`config.mk`:
```
export PLATFORM = sky130hd
export DESIGN_NAME = uart_tx_fifo_flat
export DESIGN_NICKNAME = d
export VERILOG_FILES = /design/src/rtl/uart_tx_fifo_if.sv /design/src/rtl/uart_tx_fifo.sv /design/src/flat_wrapper.sv
export SDC_FILE = /design/constraint.sdc
export NUM_CORES = 1
export LEC_CHECK = 0
export ABC_AREA = 1
export CAP_MARGIN = 5
export CORE_MARGIN = 2
export CORE_UTILIZATION = 54
export DETAILED_ROUTE_END_ITERATION = 10
export PLACE_DENSITY = 0.75
export SLEW_MARGIN = 20
export SYNTH_ARGS = -nofsm -noshare
export SYNTH_HDL_FRONTEND = slang
export SYNTH_SLANG_ARGS = --single-unit
```
`constraint.sdc`:
```
create_clock -name clk -period 2.4 [get_ports clk]
set_clock_uncertainty 0.15 [all_clocks]
set_input_delay 0.24 -clock clk [delete_from_list [all_inputs] [get_ports clk]]
set_output_delay 0.24 -clock clk [all_outputs]
set_load 0.1 [all_outputs]
```
`src/rtl/uart_tx_fifo_if.sv`:
```
// Bus/transmitter bundle for the UART transmit FIFO.
// Overflow signals exist only with UART_TX_FIFO_OVERFLOW_FLAG_EN.
interface uart_tx_fifo_if #(
  parameter int DEPTH_LOG2 = 4
);
  logic [7:0]          wr_data;
  logic                wr_strobe;
  logic                full;
  logic                empty;
  logic [DEPTH_LOG2:0] level;
  logic [7:0]          tx_data;
  logic                tx_latch;
  logic                tx_busy;
`ifdef UART_TX_FIFO_OVERFLOW_FLAG_EN
  logic                overflow;
  logic                clear_overflow;

  modport master (
    output wr_data, wr_strobe, tx_busy,
    output clear_overflow,
    input  full, empty, level,
    input  tx_data, tx_latch, overflow
  );

  modport slave (
    input  wr_data, wr_strobe, tx_busy,
    input  clear_overflow,
    output full, empty, level,
    output tx_data, tx_latch, overflow
  );
`else
  modport master (
    output wr_data, wr_strobe, tx_busy,
    input  full, empty, level,
    input  tx_data, tx_latch
  );

  modport slave (
    input  wr_data, wr_strobe, tx_busy,
    output full, empty, level,
    output tx_data, tx_latch
  );
`endif
endinterface

```
`src/rtl/uart_tx_fifo.sv`:
```
// Circular byte FIFO draining into a UART transmitter via latch/busy.
// Optional sticky drop flag: define UART_TX_FIFO_OVERFLOW_FLAG_EN.
module uart_tx_fifo #(
  parameter int DEPTH_LOG2 = 4
) (
  input logic            clk,
  input logic            rst,
  uart_tx_fifo_if.slave  bus
);
  localparam int DEPTH = 1 << DEPTH_LOG2;
  localparam logic [DEPTH_LOG2:0] FULL_LVL =
    (DEPTH_LOG2 + 1)'(DEPTH);

  typedef enum logic [1:0] {
    IDLE      = 2'd0,
    ARMED     = 2'd1,
    WAIT_BUSY = 2'd2,
    WAIT_DONE = 2'd3
  } state_t;

  state_t                state;
  logic [7:0]            mem [DEPTH];
  logic [DEPTH_LOG2-1:0] wr_ptr;
  logic [DEPTH_LOG2-1:0] rd_ptr;
  logic [DEPTH_LOG2:0]   level;
  logic [DEPTH_LOG2:0]   level_nxt;
  logic                  full;
  logic                  empty;
  logic                  push;
  logic                  pop;
  logic [7:0]            tx_data;
  logic                  tx_latch;

  // A push while full is dropped even if a pop happens the same cycle.
  assign push = bus.wr_strobe && !full;
  assign pop  = (state == IDLE) && !empty && !bus.tx_busy;

  // Next occupancy; simultaneous push and pop cancel out.
  always_comb begin
    level_nxt = level;
    case ({push, pop})
      2'b10:   level_nxt = level + 1'b1;
      2'b01:   level_nxt = level - 1'b1;
      default: level_nxt = level;
    endcase
  end

  // Storage array; contents survive reset.
  always_ff @(posedge clk) begin
    if (push) mem[wr_ptr] <= bus.wr_data;
  end

  // Pointers, occupancy and registered status flags.
  always_ff @(posedge clk or posedge rst) begin
    if (rst) begin
      wr_ptr <= '0;
      rd_ptr <= '0;
      level  <= '0;
      full   <= 1'b0;
      empty  <= 1'b1;
    end else begin
      if (push) wr_ptr <= wr_ptr + 1'b1;
      if (pop)  rd_ptr <= rd_ptr + 1'b1;
      level <= level_nxt;
      full  <= (level_nxt == FULL_LVL);
      empty <= (level_nxt == '0);
    end
  end

  // Drain FSM: one latch per byte, then wait out the frame.
  always_ff @(posedge clk or posedge rst) begin
    if (rst) begin
      state    <= IDLE;
      tx_data  <= 8'h00;
      tx_latch <= 1'b0;
    end else begin
      case (state)
        IDLE: begin
          if (pop) begin
            tx_data  <= mem[rd_ptr];
            tx_latch <= 1'b1;
            state    <= ARMED;
          end
        end
        ARMED: begin
          tx_latch <= 1'b0;
          state    <= WAIT_BUSY;
        end
        WAIT_BUSY: begin
          // No busy response: treat the byte as sent.
          state <= bus.tx_busy ? WAIT_DONE : IDLE;
        end
        WAIT_DONE: begin
          if (!bus.tx_busy) state <= IDLE;
        end
        default: state <= IDLE;
      endcase
    end
  end

  assign bus.full     = full;
  assign bus.empty    = empty;
  assign bus.level    = level;
  assign bus.tx_data  = tx_data;
  assign bus.tx_latch = tx_latch;

`ifdef UART_TX_FIFO_OVERFLOW_FLAG_EN
  logic overflow;

  // Sticky drop flag; a new drop beats a same-cycle clear.
  always_ff @(posedge clk or posedge rst) begin
    if (rst) begin
      overflow <= 1'b0;
    end else if (bus.wr_strobe && full) begin
      overflow <= 1'b1;
    end else if (bus.clear_overflow) begin
      overflow <= 1'b0;
    end
  end

  assign bus.overflow = overflow;
`endif
endmodule

```
`src/flat_wrapper.sv`:
```
// flat-port wrapper written by rule: the top's interface ports become plain ports
module uart_tx_fifo_flat 
#(
  parameter int DEPTH_LOG2 = 4
)
  (clk, rst, bus_wr_data, bus_wr_strobe, bus_tx_busy, bus_full, bus_empty, bus_level, bus_tx_data, bus_tx_latch);
  uart_tx_fifo_if #(.DEPTH_LOG2(DEPTH_LOG2)) bus_i ();
  input logic clk;
  input logic rst;
  input wire logic [$bits(bus_i.wr_data)-1:0] bus_wr_data;
  input wire logic [$bits(bus_i.wr_strobe)-1:0] bus_wr_strobe;
  input wire logic [$bits(bus_i.tx_busy)-1:0] bus_tx_busy;
  output wire logic [$bits(bus_i.full)-1:0] bus_full;
  output wire logic [$bits(bus_i.empty)-1:0] bus_empty;
  output wire logic [$bits(bus_i.level)-1:0] bus_level;
  output wire logic [$bits(bus_i.tx_data)-1:0] bus_tx_data;
  output wire logic [$bits(bus_i.tx_latch)-1:0] bus_tx_latch;
  assign bus_i.wr_data = bus_wr_data;
  assign bus_i.wr_strobe = bus_wr_strobe;
  assign bus_i.tx_busy = bus_tx_busy;
  assign bus_full = bus_i.full;
  assign bus_empty = bus_i.empty;
  assign bus_level = bus_i.level;
  assign bus_tx_data = bus_i.tx_data;
  assign bus_tx_latch = bus_i.tx_latch;
  uart_tx_fifo #(.DEPTH_LOG2(DEPTH_LOG2)) u_core (.clk(clk), .rst(rst), .bus(bus_i));
endmodule
```
==> results.md, run 1 <==
- Root Buffer: clkbuf_16
- Port Buffer Count: 27
- Residual DRC: 4
- Worst vdd ir: 0.506 mV
- Most common cell in the synthesized netlist: nand2_1
- Vias: 4450
- Yosys reg bits: 154
- Top cell type's share of synthesized area: 59.9%
- Synth unique cells: 27
- ANT nets after route: 0
- Gr ovfl total: 0
- Fin Setup TNS: 0 ps
- CORE AREA: 11500 sq um
- First-pass GRT wire length: 22300 microns
- Width of the die: 113 microns
- Worst EP required: 2600 ps
- Final period utilization: 95.5%
- Worst-Skew Late Latency: 420 ps
- Finish-stage setup viols: 0
- Critical Path Slowest Stage Cell: dfstp_4
- Status: finished with violations
- DIE HEIGHT: 113 microns
- Pwr Total: 10.6 mW
- Critical path cell sequence: nor2_1, nand2_1, inv_2, ha_4, nor2_2, nor2_4, ha_2, nand2_2, nand2_2, or2_0, nor2_1, nand3_1, nor2_1
- Unrepaired setup endpoints after global routing: no
- Vias in the first global route: 4265
- Most frequent cells after synthesis: nand2_1, edfxtp_1, nand3_1, nor2_1, dfrtp_1
- Routed len/inst: 18.1 microns
- Rel. slew slack: 50.2%
- Buffer and inverter count on the worst path: 1
- Die ar.: 12800 sq um
- Pre-CTS setup slack: -72.4 ps
- Synth area leaders: edfxtp_1, nand2_1, dfrtp_1
- Synth Flop Type: edfxtp_1
- Layout cell share with drive strength beyond 1: 15.4%
- Pwr Density: 1400 nW/um^2
- CTS Buffer Depth: 2
- Static Leak: 3.03 nW
- Mapped Area: 6420 sq um
- Ant diodes: 0
- Synth area leader: edfxtp_1
- # H-tree levels: 4
- EDFF count, synth: 128
- Area Overhead vs Synth: 18.6%
- Core Util, Final: 66.1%
- DP Cell Count: 748
- Crit-path leading delay family: simple AND/OR/NAND/NOR gates
- Clock slew at reported path FFs: 60 ps
- Hold violation count in the final report: 0
- Filler-free cell count of the finished design: 781
- Routed WL: 14200 microns
- Starting Density: 55.7%
- Worst setup margin: 107 ps
- CP Capture Type: flop
- Crit path time final: 2290 ps
- Syn Area/Cell: 11.2 sq um
- Max Fclk: 0.436 GHz
- Slew @ Worst Pin: 744 ps
- Crit path largest cell delay: 620 ps
- Placer Congestion: 0.880
- Post-DP HPWL: 8390 microns
- Hold_ws: 39.5 ps
- Total Nets Final: 645
- CP arrival: 2490 ps
- Crit path top cell by count: nor2_1
- Setup CP Type: reg -> reg
- Tot GR Track Use: 23.4%
- Crit path max fanout: 3
- Largest net degree at the start of global routing: 66
- CTS tree: done
- Mapped Cells: 574
- Setup crit start kind: flop
- Hold Path Class: in -> async
- Initial DRC count: 600
- TritonCTS buffer count: 17
- Detailed Routing Iterations Pass 1: 9
- I/O pin total: 28
- Syn nets: 594
- Placed instance area: 6950 sq um
- Failing checks: design-rule violations
- Ys async rst share: 16.9%
- Routed vias/inst: 5.70
- Final Instance Area: 7610 sq um
- Site Rows: 39
- Seq/Total Area, Yosys: 70.0%
- Max cap viols: 0
- Initial antenna violation count: 0
- Fin. max-slew vios: 0
- CTS sink count: 154
- Yosys warns: 0
-- state kept, by name, summed over array words and instances, names as in the netlist --
name and flops:
u_core.bus.level 5, u_core.mem 128, u_core.state 2, u_core.wr_ptr 4
u_core.bus.full 1, u_core.bus.tx_data 8, u_core.bus.empty 1, u_core.bus.tx_latch 1
u_core.rd_ptr 4
-- metal layers --
metal	vias to the layer above	global-route usage (%)	wire, microns
met3	15	5.68	1240
met2	215	35.6	6750
li1	2060	-	-
met4	0	9.02	194
met1	2160	33.0	5990
met5	-	0	0
-- worst paths after layout --
path | start | endpoint | slack (ps) | cells past startpoint
hold reg to reg | u_core.bus.tx_latch | u_core.bus.tx_latch | 320 | 2
min in group clk | bus_tx_busy | u_core.state[1] | 280 | 3
setup reg to reg | u_core.bus.empty | u_core.bus.full | 110 | 13
hold / removal | rst | u_core.wr_ptr[3] | 40 | 2
max in group asynchronous | rst | u_core.bus.tx_data[1] | 1460 | 3
setup / recovery | u_core.bus.empty | u_core.bus.full | 110 | 13
-- what timing repair did --
action,4_1_cts,5_1_grt
resized for setup,0,6
setup buffers,0,1
setup endpoints to repair,0,3
hold buffers,0,0
-- where the power goes --
group | leakage, nW | internal [mW] | switching [mW]
clock | 0.300 | 1.84 | 1.03
sequential | 1.46 | 3.35 | 0.253
combinational | 1.27 | 1.13 | 3.04
-- kinds of logic (layout without fill, tap and decap cells) --
| kind of cell | after synthesis | count (layout) | synth area share [%] |
|---|---|---|---|
| and+or+nand+nor | 323 | 323 | 21.1 |
| DFF | 154 | 154 | 70.0 |
| AOI/OAI and AO/OA | 31 | 31 | 2.50 |
| buffers and inverters | 51 | 115 | 3.84 |
| xor gates and xnor gates | 7 | 7 | 0.955 |
| adders and majority gates | 8 | 8 | 1.56 |
-- layout make-up --
cell class                 instances  area (sq um)
clock inverter                    12           196
multi-input combinational        369          1710
tap                              143           179
timing repair buffer              58           488
clock buffer                      20           437
sequential                       154          4500
inverter                          25          96.3
fill                             829          3900
-- placed cells by master (no fill, tap or decap), types with 5 or more instances in the layout --
master | Yosys | layout
dfrtp_1 | 25 | 23
ha_1 | 8 | 6
edfxtp_1 | 128 | 128
a21oi_1 | 17 | 17
bufinv_16 | 0 | 5
inv_1 | 18 | 18
buf_4 | 12 | 45
nor2_1 | 36 | 34
inv_2 | 6 | 6
nand2_2 | 3 | 5
nand2_1 | 185 | 182
clkbuf_16 | 0 | 17
clkdlybuf4s50_1 | 0 | 11
o21ai_0 | 8 | 8
nand3_1 | 92 | 92
xor2_1 | 6 | 6
No activity file was read; power rests on OpenSTA's default activity.
==> inputs of run 2 (changes only) <==
TNS_END_PERCENT = 100   (was not set)
==> results of run 2 <==
Final layout, timing and power as in run 1 (identical DEF).
==> inputs of run 3 (changes only) <==
ABC_CLOCK_PERIOD_IN_PS = 2400   (was not set)
SETUP_SLACK_MARGIN = 0.4   (was not set)
==> results.md, run 3 (same netlist as run 1, synthesis figures left out) <==
- Routed vias/inst: 5.68 (-0.32%)
- Pwr Density: 1380 nW/um^2 (-1.4%)
- Vias: 4464 (+0.31%)
- Width of the die: 113 microns (unchanged)
- Vias in the first global route: 4290 (+0.59%)
- Worst-Skew Late Latency: 420 ps (about the same)
- Crit path time final: 2260 ps (-35.5 ps)
- Routed WL: 14500 microns (+2.1%)
- # H-tree levels: 4 (unchanged)
- Root Buffer: clkbuf_16
- DIE HEIGHT: 113 microns (unchanged)
- Top reg by flops: u_core.mem
- Routed len/inst: 18.4 microns (+1.4%)
- Fin. max-slew vios: 0 (unchanged)
- Setup CP Type: reg -> reg
- I/O pin total: 28 (unchanged)
- Area Overhead vs Synth: 19.3%
- Net load switching power: 4.45 mW (+3.0%)
- Failing checks: design-rule violations
- CP arrival: 2460 ps (-30 ps)
- DP Cell Count: 749 (+0.13%)
- CP Capture Type: flop
- Crit path largest cell delay: 640 ps (+20 ps)
- Reg2Reg Capture Point: u_core.bus.full
- Worst setup margin: 143 ps (+35.5 ps)
- Worst EP required: 2600 ps (about the same)
- CP startpoint: u_core.bus.empty
- Hold violation count in the final report: 0 (unchanged)
- Sw Share: 42.2% (+1.6 points)
- Finish-stage setup viols: 0 (unchanged)
- Pre-CTS setup slack: -59.7 ps (+12.7 ps)
- Ant diodes: 0 (unchanged)
- Post-DP HPWL: 9050 microns (+7.8%)
- Commonest non-fill, non-tap cell in the layout: nand2_1
- Final Instance Area: 7660 sq um (+0.58%)
- CTS sink count: 154 (unchanged)
- Combinational Power Share: 41.4% (+2.3 points)
- Rel. slew slack: 54.0% (+3.8 points)
- Gr ovfl total: 0 (unchanged)
- Status: finished with violations
- Placed instance area: 6950 sq um (about the same)
- TritonCTS buffer count: 17 (unchanged)
- Detailed Routing Iterations Pass 1: 8 (-1)
- Buffer and inverter count on the worst path: 2 (+1)
- Crit path max fanout: 3 (unchanged)
- Filler-free cell count of the finished design: 786 (+0.64%)
- Core Util, Final: 66.5% (+0.38 points)
- CORE AREA: 11500 sq um (unchanged)
- Slew @ Worst Pin: 687 ps (-57.0 ps)
- Fin Setup TNS: 0 ps (unchanged)
- CTS tree: done
- Worst path depth: 14 (+1)
- Die ar.: 12800 sq um (unchanged)
- Sequential cell area: 4500 sq um (about the same)
- Max Fclk: 0.443 GHz (+1.6%)
- First-pass GRT wire length: 22700 microns (+2.0%)
- Internal: 6.10 mW (-3.4%)
- Part of the power in registers: 34.6% (+0.7 points)
- Reg2reg setup slack: 140 ps (+40 ps)
- Initial antenna violation count: 0 (unchanged)
- Setup crit start kind: flop
- Unrepaired setup endpoints after global routing: yes
- Critical path cell sequence: nor2_4, nand2_4, inv_4, ha_4, nand2_4, inv_4, nor2_4, ha_4, nand2_2, nand2_2, or2_0, nor2_1, nand3_1, nor2_1
- Layout cell share with drive strength beyond 1: 18.5% (+3.1 points)
- Worst vdd ir: 0.743 mV (+47%)
- Most frequent cells in the layout: nand2_1, edfxtp_1, nand3_1
- Crit-path leading delay family: simple AND/OR/NAND/NOR gates
- Clk pwr share: 24.0% (-3.0 points)
- Final period utilization: 94.0% (-1.5 points)
- Hold Path Class: in -> async
- Critical Path Slowest Stage Cell: dfstp_4
- Max cap viols: 0 (unchanged)
- Top Registers: u_core.mem: 128 flops, u_core.bus.tx_data: 8 flops, u_core.bus.level: 5 flops
- Initial DRC count: 492 (-18%)
- Max FFs per register: 128 (unchanged)
- Total Nets Final: 650 (+0.78%)
- Tot GR Track Use: 23.9% (+0.56 points)
- Multi-input logic area: 1810 sq um (+5.5%)
- Static Leak: 3.03 nW (about the same)
- Largest net degree at the start of global routing: 50 (-24%)
- Worst reg2reg path depth: 14 (+1)
- Clock slew at reported path FFs: 60 ps (about the same)
- ANT nets after route: 0 (unchanged)
- Placer Congestion: 0.809 (-8.1%)
- CTS Buffer Depth: 2 (unchanged)
- Site Rows: 39 (unchanged)
- Starting Density: 55.7% (unchanged)
- Residual DRC: 4 (unchanged)
- Port Buffer Count: 27 (unchanged)
- Reg-to-reg startpoint: u_core.bus.empty
- Filler cell count: 853 (+2.9%)
-- run 3: cell count changes in the layout (fill, tap and decap cells not counted), moves of 4 or more --
cell,change
clkinv_1,+6
nand2_2,+6
nor2_1,-5
nand3_2,+4
buf_4,+5
nand2_1,-7
nand3_1,-4
-- run 3: worst reg2reg max path: cells and delay by family (launching register included) --
kind | cells | cell delay [ps]
buf+inv | 2 | 80
flops | 1 | 640
fa+ha+maj | 2 | 380
simple gates | 10 | 930
-- run 3: worst max-delay path by stage --
stage | slack [ps] | end
final | 140 | u_core.bus.full
after global routing | 50 | u_core.bus.empty
after CTS | 150 | u_core.bus.full
after detailed placement | -60 | u_core.bus.full
after global placement | 30 | u_core.bus.full
after floorplan | -140 | u_core.bus.full
-- run 3: per-stage QoR --
stage          total power [mW]  hold slack [ps]
6_report                   10.5             28.1
5_1_grt                    11.1             88.9
4_1_cts                    10.4             34.5
3_5_place_dp               7.74              335
3_3_place_gp               7.63              308
2_1_floorplan              6.66              129
-- run 3: final cells by class --
class	instances	share of cell area [%]
multi-input combinational	369	23.6
timing repair buffer	63	6.64
tap	143	2.34
clock inverter	14	1.70
clock buffer	18	5.61
sequential	154	58.8
inverter	25	1.29
-- run 3: what timing repair did --
action | CTS | global route
resized for setup | 3 | 26
endpoints found under the setup margin | 4 | 7
setup buffers | 4 | 1
pin swaps | 2 | 12
hold buffers | 0 | 0
cloned | 0 | 0
-- run 3: per-layer routing --
layer | global-route usage, % | wire length, microns | vias up
li1 | - | - | 2076
met1 | 32.0 | 5910 | 2150
met2 | 38.1 | 6990 | 209
met3 | 6.27 | 1240 | 29
met4 | 9.02 | 323 | 0
met5 | 0 | 0 | -
-- run 3: power groups by stage --
stage / clock network (mW) / logic [mW] / registers (mW)
final: 2.53 / 4.36 / 3.65
after global routing: 2.67 / 4.72 / 3.69
after CTS: 2.55 / 4.17 / 3.63
after detailed placement: 0 / 4.07 / 3.67
after global placement: 0 / 3.98 / 3.65
after floorplan: 0 / 2.19 / 4.48
==> RTL change 1 (settings of run 1) <==
`DEPTH_LOG2` is set to 4 in 3 places; all go to 3.
--- a/src/rtl/uart_tx_fifo_if.sv
+++ b/src/rtl/uart_tx_fifo_if.sv
@@ -1,7 +1,7 @@
 // Bus/transmitter bundle for the UART transmit FIFO.
 // Overflow signals exist only with UART_TX_FIFO_OVERFLOW_FLAG_EN.
 interface uart_tx_fifo_if #(
-  parameter int DEPTH_LOG2 = 4
+  parameter int DEPTH_LOG2 = 3
 );
   logic [7:0]          wr_data;
   logic                wr_strobe;
--- a/src/rtl/uart_tx_fifo.sv
+++ b/src/rtl/uart_tx_fifo.sv
@@ -1,7 +1,7 @@
 // Circular byte FIFO draining into a UART transmitter via latch/busy.
 // Optional sticky drop flag: define UART_TX_FIFO_OVERFLOW_FLAG_EN.
 module uart_tx_fifo #(
-  parameter int DEPTH_LOG2 = 4
+  parameter int DEPTH_LOG2 = 3
 ) (
   input logic            clk,
   input logic            rst,
--- a/src/flat_wrapper.sv
+++ b/src/flat_wrapper.sv
@@ -1,7 +1,7 @@
 // flat-port wrapper written by rule: the top's interface ports become plain ports
 module uart_tx_fifo_flat 
 #(
-  parameter int DEPTH_LOG2 = 4
+  parameter int DEPTH_LOG2 = 3
 )
   (clk, rst, bus_wr_data, bus_wr_strobe, bus_tx_busy, bus_full, bus_empty, bus_level, bus_tx_data, bus_tx_latch);
   uart_tx_fifo_if #(.DEPTH_LOG2(DEPTH_LOG2)) bus_i ();
Interface: changed (resized bus_level); port bits go from 28 to 27. The function was not compared with the original's and may differ.
==> RTL change 1 against run 1 <==
Worst setup slack gained 0.12 ns; power shrank 46%; critical endpoint is now u_core.bus.empty; largest cell class unchanged; sequential cell count decreased by 67; largest power group unchanged; highest routed layer unchanged; utilization shrank 0.86 points; cell area decreased by 45%; via count decreased by 47%; wire length shrank 52%; synthesized area decreased by 44%.
==> RTL change 1: results (changes against run 1) <==
[power]
power_leakage_nw=1.667  ; -45%
vdd_ir_drop_max_uv=1315  ; +160%

[placement]
gp_congestion=0.7614  ; -13%
numPortBuffers=26  ; -3.7%
placed_cell_area_sq_um=3965  ; -43%
dp_slack_ns=0.06225  ; +0.1346 ns

[drt]
wl_met2_um=3464  ; -49%
wl_um=6775  ; -52%
drt_pass1_iterations=4  ; -5
drt-initial-drc-count=148  ; -75%

[run_status]
status=complete, no violations

[clocking]
htree_levels=3  ; -1
clk_pin_slew_ns=0.09  ; +0.03 ns
insertion_delay_ns=0.35  ; -0.07 ns
cts_buffers=9  ; -8
cts_root_buf=clkbuf_8

[synth]
synthArstFlopShare_pct=26.44  ; +9.6 points
seq_area_frac_synth_pct=70.00  ; about the same
synth_edf_count=64  ; -50%
synthTopCellsByCount=72 x nor2_1, 64 x edfxtp_1, 53 x nand2_1, 22 x dfrtp_1, 21 x o21ai_0
ys_top_cells_by_area=edfxtp_1 54%, dfrtp_1 15%, nor2_1 7.6%

[sta]
relSlewSlack_pct=59.53  ; +9.3 points

[global_route]
track_usage_pct=20.14  ; -3.2 points
grt_pass1_wl_um=10960  ; -51%
grt_max_degree=34  ; -48%

[final_layout]
drive_gt1_share_pct=14.96  ; -0.40 points
fillerInstances=486  ; -41%
layout.nets=373  ; -42%

## RTL change 1: cell types whose count changed after synthesis, moves of 5 or more
cell,delta
buf_4,-11
o21ai_1,+14
nand3_1,-85
o21ai_0,+13
edfxtp_1,-64
o211ai_1,+17
nor2_1,+36
a21oi_1,-16
inv_2,-5
nand2_1,-132
## RTL change 1: power by group
part | leakage (nW) | internal [W] | total (W) | switching, W
clock network | 0.102 | 0.000492 | 0.00103 | 0.000534
registers | 0.860 | 0.00196 | 0.00218 | 0.000225
logic | 0.706 | 0.000698 | 0.00255 | 0.00185
## RTL change 1: kinds of logic (layout without fill, tap and decap cells)
kind of cell               Yosys count  count (layout)  share of synthesized area (%)
AOI/OAI and AO/OA                   56              56                          9.043
adders and majority gates            5               5                          1.753
DFF                                 87              87                          70.00
buffers and inverters               29              74                          3.505
and+or+nand+nor                    134             134                          14.48
xor gates and xnor gates             5               5                          1.227
## RTL change 1: final timing paths
check | to | from | slack [ns] | cells past startpoint
hold reg to reg | u_core.bus.tx_data[1] | u_core.bus.tx_data[1] | 0.34 | 2
setup reg to reg | u_core.bus.empty | u_core.bus.empty | 0.23 | 13
hold / removal | u_core.rd_ptr[1] | rst | 0.08 | 3
max in group asynchronous | u_core.bus.empty | rst | 1.74 | 3
setup / recovery | u_core.bus.empty | u_core.bus.empty | 0.23 | 13
min in group clk | u_core.bus.tx_data[1] | u_core.bus.tx_data[1] | 0.34 | 2
## RTL change 1: through the flow
step | cells | hold slack (ns) | utilization (%)
5_1_grt | 438 | 0.1076 | 65.24
6_report | 438 | 0.07946 | 65.24
3_5_place_dp | 422 | 0.3200 | 62.09
4_1_cts | 438 | 0.07684 | 65.24
2_1_floorplan | 316 | 0.09111 | -
3_3_place_gp | 422 | 0.3088 | 62.09
## RTL change 1: final cells by class
| cell class | count | area (sq um) | area share (%) |
|---|---|---|---|
| clock inverters | 7 | 77.57 | 1.862 |
| clock buffers | 9 | 123.9 | 2.973 |
| inverters | 16 | 60.06 | 1.441 |
| well taps | 77 | 96.34 | 2.312 |
| repair buffers | 42 | 342.8 | 8.228 |
| flip-flops and latches | 87 | 2504 | 60.09 |
| multi-input cells | 200 | 962.2 | 23.09 |
## RTL change 1: worst max-delay path: cells and delay by family (launching register included)
| kind | cells | cell delay (ns) |
|---|---|---|
| and+or+nand+nor | 8 | 0.67 |
| DFF | 1 | 0.62 |
| adders and majority gates | 2 | 0.42 |
| buffers and inverters | 2 | 0.12 |
| AOI/OAI and AO/OA | 1 | 0.11 |
## RTL change 1: routing by layer
layer | vias up | track usage (%)
li1 | 1158 | -
met1 | 1146 | 25.73
met2 | 61 | 33.52
met3 | 8 | 3.599
met4 | 0 | 9.524
met5 | - | 0
==> RTL change 2 (config.mk and constraints of run 1) <==
Without the edit above. Re-encode `state_t` (4 states) as one-hot, 4 bits wide.
--- a/src/rtl/uart_tx_fifo.sv
+++ b/src/rtl/uart_tx_fifo.sv
@@ -11,11 +11,11 @@
   localparam logic [DEPTH_LOG2:0] FULL_LVL =
     (DEPTH_LOG2 + 1)'(DEPTH);
 
-  typedef enum logic [1:0] {
-    IDLE      = 2'd0,
-    ARMED     = 2'd1,
-    WAIT_BUSY = 2'd2,
-    WAIT_DONE = 2'd3
+  typedef enum logic [3:0] {
+    IDLE      = 4'b0001,
+    ARMED     = 4'b0010,
+    WAIT_BUSY = 4'b0100,
+    WAIT_DONE = 4'b1000
   } state_t;
 
   state_t                state;
Function: same outputs for any inputs over 4 cycles, from zero or initial values and one cycle with rst high; so few cycles prove little.
==> RTL change 2 against run 1 <==
The flow finishes with violations (setup timing); worst setup slack got worse by 0.14 ns; die area is 2.5% higher; global-route usage shrank 1.2 points; first-iteration DRC count fell by 9.8%; wire length fell by 4.5%; sequential cell count grew 2; power decreased by 1.1%; via count is 3.0% lower; final cell count is 2.6% higher; cell area is 0.95% higher; critical path depth grew 5; synthesized area rose by 2.6%; sequential power grew 2%; critical path type unchanged; critical endpoint unchanged; largest power group unchanged.
==> RTL change 2: results (changes against run 1) <==
[clocking]
post_cts_buffers=1  ; +1
clockBufferDepth=2  ; unchanged
cts_buffers=17  ; unchanged
post_cts_resized=3  ; +3

[drt]
drt-initial-drc-count=541  ; -9.8%
vias=4316  ; -3.0%
wire_per_inst_um=16.89  ; -6.9%
drt_pass1_iterations=5  ; -4

[run_status]
status=finished with violations
violations=setup timing

[critical_path]
r2r_end=u_core.bus.full
critPathCaptureType=flop
arrival_ns=2.63  ; +0.14 ns
rr_worst_depth=18  ; +5
slowest_delay_ns=0.53  ; -0.09 ns
start_kind=flop
slowest_stage=dfstp_2
rrSetupSlack_ns=-0.03  ; -0.14 ns
crit_fanout=3  ; unchanged
r2r_start=u_core.state[0]

[final_layout]
largestRegisters=u_core.mem (128), u_core.bus.tx_data (8), u_core.bus.level (5)
drive_gt1_share_pct=15.60  ; +0.24 points
diodes=0  ; unchanged
layout.nets=663  ; +2.8%
fillerInstances=895  ; +8.0%

[global_route]
track_usage_pct=22.16  ; -1.2 points
grt_pass1_vias=4155  ; -2.6%
grt_pass1_wl_um=21360  ; -4.0%
grt_max_degree=42  ; -36%
antenna_found_initial=0  ; unchanged

[sta]
relSlewSlack_pct=57.12  ; +6.9 points
layout_setup_ws_ns=-0.03446  ; -0.1418 ns
finalSetupTns_ns=-0.03446  ; -0.03446 ns
finalSetupViolations=1  ; +1

[power]
vdd_ir_drop_max_uv=935.7  ; +85%
switching_share_pct=41.93  ; +1.3 points
power_leakage_nw=2.982  ; -1.5%

[placement]
numPortBuffers=27  ; unchanged
gp_congestion=0.8099  ; -8.0%
dp_hpwl_um=8610  ; +2.6%

[synth]
synth_nets=611  ; +2.9%
ys_types=28  ; +3.7%
synthTopCellsByCount=137 x nor2_1, 128 x edfxtp_1, 80 x nand2_1, 57 x nand3_1, 32 x inv_1
ys_top_cells_by_area=edfxtp_1 58%, dfrtp_1 9.9%, nor2_1 7.8%
synthArstFlopShare_pct=17.95  ; +1.1 points
seq_area_frac_synth_pct=69.07  ; -0.96 points

## RTL change 2: cell types whose count changed after synthesis, sizes merged, moves of 8 or more
cell	delta
nand3	-36
nand2	-108
o211ai	+8
o21ai	+50
a21oi	-16
inv	+11
nor2	+101
## RTL change 2: layout make-up
class	instances	area, sq um	share of cell area, %
clock buffer	19	432.9	5.633
timing repair buffer	59	474.2	6.171
tap	147	183.9	2.393
inverter	37	138.9	1.807
sequential	156	4553	59.25
clock inverter	12	100.1	1.303
multi-input combinational	371	1802	23.45
## RTL change 2: how the worst min path moves through the flow
stage                            end                  start  slack (ns)
2_1_floorplan    u_core.bus.level[0]                    rst        0.15
3_3_place_gp   u_core.bus.tx_data[3]  u_core.bus.tx_data[3]        0.32
3_5_place_dp   u_core.bus.tx_data[2]  u_core.bus.tx_data[2]        0.32
4_1_cts        u_core.bus.tx_data[0]                    rst        0.03
5_1_grt        u_core.bus.tx_data[3]                    rst        0.06
6_report         u_core.bus.level[2]                    rst        0.03
## RTL change 2: worst register-to-register path: stages (launching register included)
cell and delay [ns]:
dfstp_2 0.53, inv_2 0.04, nor2_2 0.10, nand2_2 0.08, nor3_4 0.23, ha_4 0.20, nand2_2 0.06, inv_2 0.06
nor2_2 0.04, ha_2 0.17, inv_2 0.06, nand2_4 0.05, inv_2 0.04, nand2_1 0.04, nand3_1 0.07, nand2_1 0.06
nor2_1 0.11, nand3_1 0.12, nor2_1 0.14
## RTL change 2: layer usage
layer  part of all wire (%)  up-vias  track usage (%)  routed length [um]
li1                       -     2117                -                   -
met1                     43     2058            30.11                5821
met2                     50      122            35.03                6725
met3                    5.5       19            4.976                 744
met4                    1.8        0            8.943                 240
met5                      0        -                0                   0
## RTL change 2: through the flow
step           instance area, sq um  worst slack [ns]  hold WS [ns]  instances
6_report                       7685          -0.03446       0.03074        801
5_1_grt                        7685           -0.2425       0.05952        801
3_5_place_dp                   7066           -0.1587        0.3170        767
4_1_cts                        7612          -0.01283       0.03146        799
2_1_floorplan                  6600           0.06535        0.1539        590
3_3_place_gp                   7066          -0.06552        0.3190        767
## RTL change 2: power groups by stage
stage,combinational (W),clock [W],sequential [W]
global placement,0.00417,0,0.00368
floorplan,0.00238,0,0.00452
global route,0.00489,0.00257,0.00371
CTS,0.00431,0.00245,0.00365
detailed placement,0.00425,0,0.00370
finish,0.00443,0.00242,0.00366
## RTL change 2: cells by family (layout without fill, tap and decap cells)
| group | after synthesis | after routing | synth area share, % |
|---|---|---|---|
| adder cells (fa/ha/maj) | 9 | 9 | 1.711 |
| AND/OR/NAND/NOR | 281 | 281 | 17.51 |
| flip-flops | 156 | 156 | 69.07 |
| XOR/XNOR | 8 | 8 | 1.064 |
| buffers and inverters | 63 | 127 | 4.657 |
| AO/OA/AOI/OAI | 73 | 73 | 5.987 |
